$ cat config.mk
export PLATFORM = sky130hd
export DESIGN_NAME = cxn_copy_buf_flat
export DESIGN_NICKNAME = d
export VERILOG_FILES = /design/src/rtl/cxn_copy_buf_if.sv /design/src/rtl/cxn_copy_buf.sv /design/src/flat_wrapper.sv
export SDC_FILE = /design/constraint.sdc
export NUM_CORES = 1
export LEC_CHECK = 0
export ABC_AREA = 1
export CORE_UTILIZATION = 25
export CTS_CLUSTER_DIAMETER = 80
export DETAILED_ROUTE_END_ITERATION = 12
export SYNTH_ARGS = -nofsm -noshare
export SYNTH_HDL_FRONTEND = slang
export SYNTH_SLANG_ARGS = --single-unit
$ cat constraint.sdc
create_clock -name CLK -period 3.2 [get_ports CLK]
set_input_delay 0.64 -clock CLK [delete_from_list [all_inputs] [get_ports CLK]]
set_output_delay 0.64 -clock CLK [all_outputs]
set_load 0.02 [all_outputs]
$ cat src/rtl/cxn_copy_buf_if.sv
// Packet handshake bundle for cxn_copy_buf: upstream Send/Ack with copy/branch tags,
// downstream Send/Ack with copy index, plus status (CP pulse, engine empty, occupancy).
interface cxn_copy_buf_if #(
    parameter int DATA_W = 16,
    parameter int DEPTH  = 4,
    parameter int CNT_W  = 2
);
    localparam int OCC_W = $clog2(DEPTH + 1);

    logic              Send_in;
    logic              Ack_out;
    logic [DATA_W-1:0] Data_in;
    logic [CNT_W-1:0]  cpy;
    logic              exb;

    logic              Send_out;
    logic              Ack_in;
    logic [DATA_W-1:0] Data_out;
    logic [CNT_W-1:0]  Copy_idx;

    logic              CP;
    logic              feb;
    logic [OCC_W-1:0]  Count;

    // master: the environment around the block (producer + downstream consumer)
    modport master (
        output Send_in, Data_in, cpy, exb, Ack_in,
        input  Ack_out, Send_out, Data_out, Copy_idx, CP, feb, Count
    );

    modport slave (
        input  Send_in, Data_in, cpy, exb, Ack_in,
        output Ack_out, Send_out, Data_out, Copy_idx, CP, feb, Count
    );
endinterface

$ cat src/rtl/cxn_copy_buf.sv
// Copy/branch stage: buffers tagged packets in a small FIFO, then emits each one
// 1+cpy times with a copy index, or drops it silently when its branch bit is clear.
module cxn_copy_buf #(
    parameter int DATA_W   = 16,
    parameter int DEPTH    = 4,
    parameter int MAX_COPY = 3,
    parameter int CNT_W    = (MAX_COPY < 1) ? 1 : $clog2(MAX_COPY + 1)
) (
    input  logic          CLK,
    input  logic          MR,
    cxn_copy_buf_if.slave bus
);
    localparam int PTR_W = $clog2(DEPTH);
    localparam int OCC_W = $clog2(DEPTH + 1);
    localparam logic [OCC_W-1:0] FULL_CNT  = OCC_W'(DEPTH);
    localparam logic [CNT_W-1:0] MAX_C     = CNT_W'(MAX_COPY);

    typedef enum logic {
        IDLE = 1'b0,
        EMIT = 1'b1
    } state_t;

    function automatic logic [CNT_W-1:0] clamp_cpy(input logic [CNT_W-1:0] c);
        return (c > MAX_C) ? MAX_C : c;
    endfunction

    // FIFO storage; contents need no reset, occupancy alone defines validity
    logic [DATA_W-1:0] mem_data [DEPTH];
    logic [CNT_W-1:0]  mem_cpy  [DEPTH];
    logic              mem_exb  [DEPTH];

    logic [PTR_W-1:0]  wr_ptr;
    logic [PTR_W-1:0]  rd_ptr;
    logic [OCC_W-1:0]  count;

    state_t            state;
    logic              send_out_r;
    logic [DATA_W-1:0] data_out_r;
    logic [CNT_W-1:0]  idx_r;
    logic [CNT_W-1:0]  held_cpy;
    logic              cp_r;
    logic              feb_r;

    logic full;
    logic empty;
    logic ack_out;
    logic push;
    logic xfer;
    logic last_xfer;
    logic pop;

    always_comb begin
        full      = (count == FULL_CNT);
        empty     = (count == '0);
        ack_out   = !full && !MR;
        push      = bus.Send_in && ack_out;
        xfer      = send_out_r && bus.Ack_in;
        last_xfer = xfer && (idx_r == held_cpy);
        // The engine frees up either when idle or on the final copy of its packet
        pop       = !empty && ((state == IDLE) || last_xfer);
    end

    always_ff @(posedge CLK) begin
        if (push) begin
            mem_data[wr_ptr] <= bus.Data_in;
            mem_cpy[wr_ptr]  <= clamp_cpy(bus.cpy);
            mem_exb[wr_ptr]  <= bus.exb;
        end
    end

    always_ff @(posedge CLK) begin
        if (MR) begin
            wr_ptr     <= '0;
            rd_ptr     <= '0;
            count      <= '0;
            state      <= IDLE;
            send_out_r <= 1'b0;
            data_out_r <= '0;
            idx_r      <= '0;
            held_cpy   <= '0;
            cp_r       <= 1'b0;
            feb_r      <= 1'b1;
        end else begin
            cp_r <= pop;

            if (push) begin
                wr_ptr <= wr_ptr + PTR_W'(1);
            end
            if (pop) begin
                rd_ptr <= rd_ptr + PTR_W'(1);
            end

            case ({push, pop})
                2'b10:   count <= count + OCC_W'(1);
                2'b01:   count <= count - OCC_W'(1);
                default: count <= count;
            endcase

            if (pop) begin
                if (mem_exb[rd_ptr]) begin
                    state      <= EMIT;
                    send_out_r <= 1'b1;
                    feb_r      <= 1'b0;
                    data_out_r <= mem_data[rd_ptr];
                    held_cpy   <= mem_cpy[rd_ptr];
                    idx_r      <= '0;
                end else begin
                    // Discarded packet: output registers keep their last values
                    state      <= IDLE;
                    send_out_r <= 1'b0;
                    feb_r      <= 1'b1;
                end
            end else if ((state == EMIT) && xfer) begin
                if (last_xfer) begin
                    state      <= IDLE;
                    send_out_r <= 1'b0;
                    feb_r      <= 1'b1;
                end else begin
                    idx_r <= idx_r + CNT_W'(1);
                end
            end
        end
    end

    assign bus.Ack_out  = ack_out;
    assign bus.Send_out = send_out_r;
    assign bus.Data_out = data_out_r;
    assign bus.Copy_idx = idx_r;
    assign bus.CP       = cp_r;
    assign bus.feb      = feb_r;
    assign bus.Count    = count;

endmodule

$ cat src/flat_wrapper.sv
// flat-port wrapper written by rule: the top's interface ports become plain ports
module cxn_copy_buf_flat 
#(
    parameter int DATA_W   = 16,
    parameter int DEPTH    = 4,
    parameter int MAX_COPY = 3,
    parameter int CNT_W    = (MAX_COPY < 1) ? 1 : $clog2(MAX_COPY + 1)
)
  (CLK, MR, bus_Send_in, bus_Data_in, bus_cpy, bus_exb, bus_Ack_in, bus_Ack_out, bus_Send_out, bus_Data_out, bus_Copy_idx, bus_CP, bus_feb, bus_Count);
  cxn_copy_buf_if #(.DATA_W(DATA_W), .DEPTH(DEPTH), .CNT_W(CNT_W)) bus_i ();
  input  logic CLK;
  input  logic MR;
  input wire logic [$bits(bus_i.Send_in)-1:0] bus_Send_in;
  input wire logic [$bits(bus_i.Data_in)-1:0] bus_Data_in;
  input wire logic [$bits(bus_i.cpy)-1:0] bus_cpy;
  input wire logic [$bits(bus_i.exb)-1:0] bus_exb;
  input wire logic [$bits(bus_i.Ack_in)-1:0] bus_Ack_in;
  output wire logic [$bits(bus_i.Ack_out)-1:0] bus_Ack_out;
  output wire logic [$bits(bus_i.Send_out)-1:0] bus_Send_out;
  output wire logic [$bits(bus_i.Data_out)-1:0] bus_Data_out;
  output wire logic [$bits(bus_i.Copy_idx)-1:0] bus_Copy_idx;
  output wire logic [$bits(bus_i.CP)-1:0] bus_CP;
  output wire logic [$bits(bus_i.feb)-1:0] bus_feb;
  output wire logic [$bits(bus_i.Count)-1:0] bus_Count;
  assign bus_i.Send_in = bus_Send_in;
  assign bus_i.Data_in = bus_Data_in;
  assign bus_i.cpy = bus_cpy;
  assign bus_i.exb = bus_exb;
  assign bus_i.Ack_in = bus_Ack_in;
  assign bus_Ack_out = bus_i.Ack_out;
  assign bus_Send_out = bus_i.Send_out;
  assign bus_Data_out = bus_i.Data_out;
  assign bus_Copy_idx = bus_i.Copy_idx;
  assign bus_CP = bus_i.CP;
  assign bus_feb = bus_i.feb;
  assign bus_Count = bus_i.Count;
  cxn_copy_buf #(.DATA_W(DATA_W), .DEPTH(DEPTH), .MAX_COPY(MAX_COPY), .CNT_W(CNT_W)) u_core (.CLK(CLK), .MR(MR), .bus(bus_i));
endmodule
==> metrics.md <==
| Metric | Value |
|---|---|
| NumNets Final | `457` |
| Register area share after synthesis | `between 60 and 70%` |
| Initial DRT Pass Iterations | `4` |
| Final Setup Violations | `0` |
| Post-Syn Area per Cell | `11.22 um2` |
| Synthesized instance count | `roughly 380` |
| ANT nets after route | `0` |
| Wirelength per Cell | `13.36 um` |
| Setup ws final | `0.5609 ns` |
| Hold buffers post-CTS | `0` |
| GPL Wtd Cong | `0.7471` |
| M1 wire length | `4045 um` |
| Max Used Layer | `met4` |
| Number of global-route vias before repair | `2761` |
| Post-CTS setup buffers | `0` |
| Clock-pin slew on the worst setup and hold paths | `about 0.070 ns` |
| Crit. End Element | `primary output` |
| Max Cap Violations | `0` |
| VDD IR max | `approximately 0.00037 V` |
| Final hold violations | `0` |
| CP Data Arrival Time | `2.00 ns` |
| Crit path kind | `input port to primary output` |
| Core ar. | `0.01658 mm2` |
| Cell Area, Synth | `0.004254 mm2` |
| # rows | `47` |
| Worst setup SP type | `input port` |
| Area leader, netlist | `edfxtp_1` |
| Commonest non-fill, non-tap cells in the layout | `edfxtp_1 (76), o21ai_0 (54), clkdlybuf4s50_1 (47)` |
| Layout fillers | `1686` |
| Post-route insts no fill | `654` |
| Post-DP HPWL | `~5500 um` |
| Pwr Density | `a little under 900 mW/mm2` |
| Drc violations | `0` |
| Max Clk Rate | `0.3789 GHz` |
| WL met3 | `about 360 um` |
| Die area | `~0.018 mm2` |
| Worst skew pair latency | `~0.34 ns` |
| DR WL met2 | `4249 um` |
| Initial antenna violation count | `0` |
| CTS tree | `yes` |
| Synth warn | `0` |
| Leak | `1.856 nW` |
| Final Max Slew Viols | `0` |
| Total track usage | `around a tenth` |
| Multi-input logic area | `~0.0011 mm2` |
| Commonest non-fill, non-tap cell in the layout | `edfxtp_1` |
| CTS HTree Levels | `3` |
| Layout cells sized above 1 | `9.447%` |
| Top cell type's share of synthesized area | `53.65%` |
| Synth-to-Final Area Change | `24.65%` |
| Placed Cells | `638` |
| Register area | `0.002923 mm2` |
| Via count | `2784` |
| Ports | `between 40 and 50` |
| Die Y | `132.4 um` |
| Chip width | `132.4 um` |
| Critical Path RT | `~2.6 ns` |
| Drt total wl | `between 8000 and 9000 um` |
| CTS max path bufs | `2` |
| Area contributors post-synth | `edfxtp_1 (54%), dfxtp_1 (15%), o21ai_0 (6.4%), nor2_1 (4.1%), a21oi_1 (3.3%)` |
| Root buffer cell | `clkbuf_16` |
| CTS sink cnt | `108` |
| Netlist cell types | `28` |
| IO Port Bufs | `47` |
| # diodes | `0` |
| Synth Register Bits | `108` |
| Min Tclk post-route | `~2.6 ns` |
| Initial detailed-routing violation count | `roughly 220` |
| Slew @ Worst Pin | `0.6707 ns` |
| Largest net degree at the start of global routing | `39` |
| GR Overflow Total | `0` |
| Fin Clk Skew | `0.005915 ns` |
| Max_slew headroom | `a little under three fifths` |
| Setup TNS | `0 ns` |
| TritonCTS Buffers | `9` |
| Syn nets | `407` |
| Tot Pwr | `0.004741 W` |
| Post-CTS Resized | `0` |
| RSZ-0062 raised after global routing | `no` |
| Crit share post-route | `approximately 82%` |
| Starting density of the core | `between 20% and 30%` |
| Worst Path Max Fanout | `7` |
| First-pass GRT wire length | `14240 um` |
| Pre-CTS setup slack | `between 0.5 and 0.6 ns` |
| Status | `finished clean` |
| Worst hold path type | `flip-flop to flip-flop` |
| DR vias/cell | `4.257` |
-- Yosys cell counts (all sizes together) --
master and number:
fa 1, clkinv 1, nand4 2, a21oi 28, o21ai 59, xnor2 1, nand2 36, nor3b 2
nand3 12, edfxtp 76, inv 39, or2 1, clkbuf 9, dfxtp 32, nor2 47, ha 4
o22ai 18, buf 10, nor3 1
-- metrics by stage --
step,util (%),instance area [um2],hold WS [ns]
6_report,31.98,5303,0.4443
2_1_floorplan,-,4254,0.4760
5_1_grt,31.98,5303,0.4624
4_1_cts,31.98,5303,0.4489
3_5_place_dp,30.04,4982,0.4378
3_3_place_gp,30.04,4982,0.4332
-- worst max-delay path, stage by stage --
cell	delay [ns]
clkdlybuf4s50_1	0.52
a21oi_1	0.21
clkdlybuf4s50_1	0.63
-- cell type report --
type                            count  share of cell area, %
Tap cell                          220                  5.191
Sequential cell                   108                  55.12
Timing Repair Buffer               58                  10.43
Inverter                           40                  2.832
Multi-Input combinational cell    212                  20.39
Clock buffer                        9                  4.247
Clock inverter                      7                  1.793
-- worst paths after layout --
kind / start / endpoint / slack (ns) / cells past startpoint
worst max-delay path: MR / bus_Ack_out / 0.56 / 3
worst min-delay path: u_core.bus.Data_out[7]$_SDFFE_PP0P_ / u_core.bus.Data_out[7]$_SDFFE_PP0P_ / 0.44 / 2
worst max register to register: u_core.bus.Copy_idx[1]$_SDFFE_PP0P_ / u_core.bus.Count[2]$_SDFFE_PP0P_ / 1.30 / 12
worst min register to register: u_core.bus.Data_out[7]$_SDFFE_PP0P_ / u_core.bus.Data_out[7]$_SDFFE_PP0P_ / 0.44 / 2
-- logic make-up after synthesis --
| group | share of synthesized area [%] |
|---|---|
| xor gates and xnor gates | 0.2059 |
| DFF | 68.71 |
| and+or+nand+nor | 10.35 |
| buffers and inverters | 6.117 |
| AOI/OAI and AO/OA | 12.97 |
| adders and majority gates | 1.647 |
-- layer usage --
layer | GRT usage, % | up-vias
met2 | 17.19 | 60
li1 | - | 1414
met4 | 3.704 | 0
met1 | 13.51 | 1302
met5 | 0 | -
met3 | 2.835 | 8
-- sequential cells by signal, indices dropped and copies added, names as in the netlist, named ones only --
name / count
u_core.wr_ptr: 2
u_core.bus.Copy_idx: 2
u_core.rd_ptr: 2
u_core.mem_cpy: 8
u_core.mem_exb: 4
u_core.bus.Data_out: 16
u_core.mem_data: 64
u_core.held_cpy: 2
u_core.state: 1
u_core.bus.Count: 3
u_core.bus.CP: 1
u_core.bus.feb: 1
-- where the power goes --
group / total [W] / switching (W) / internal, W
logic: 0.00173 / 0.00107 / 0.000658
registers: 0.00186 / 0.000133 / 0.00173
clock network: 0.00115 / 0.000520 / 0.000629
total: 0.00474 / 0.00173 / 0.00301
(Power assumes the default switching activity.)
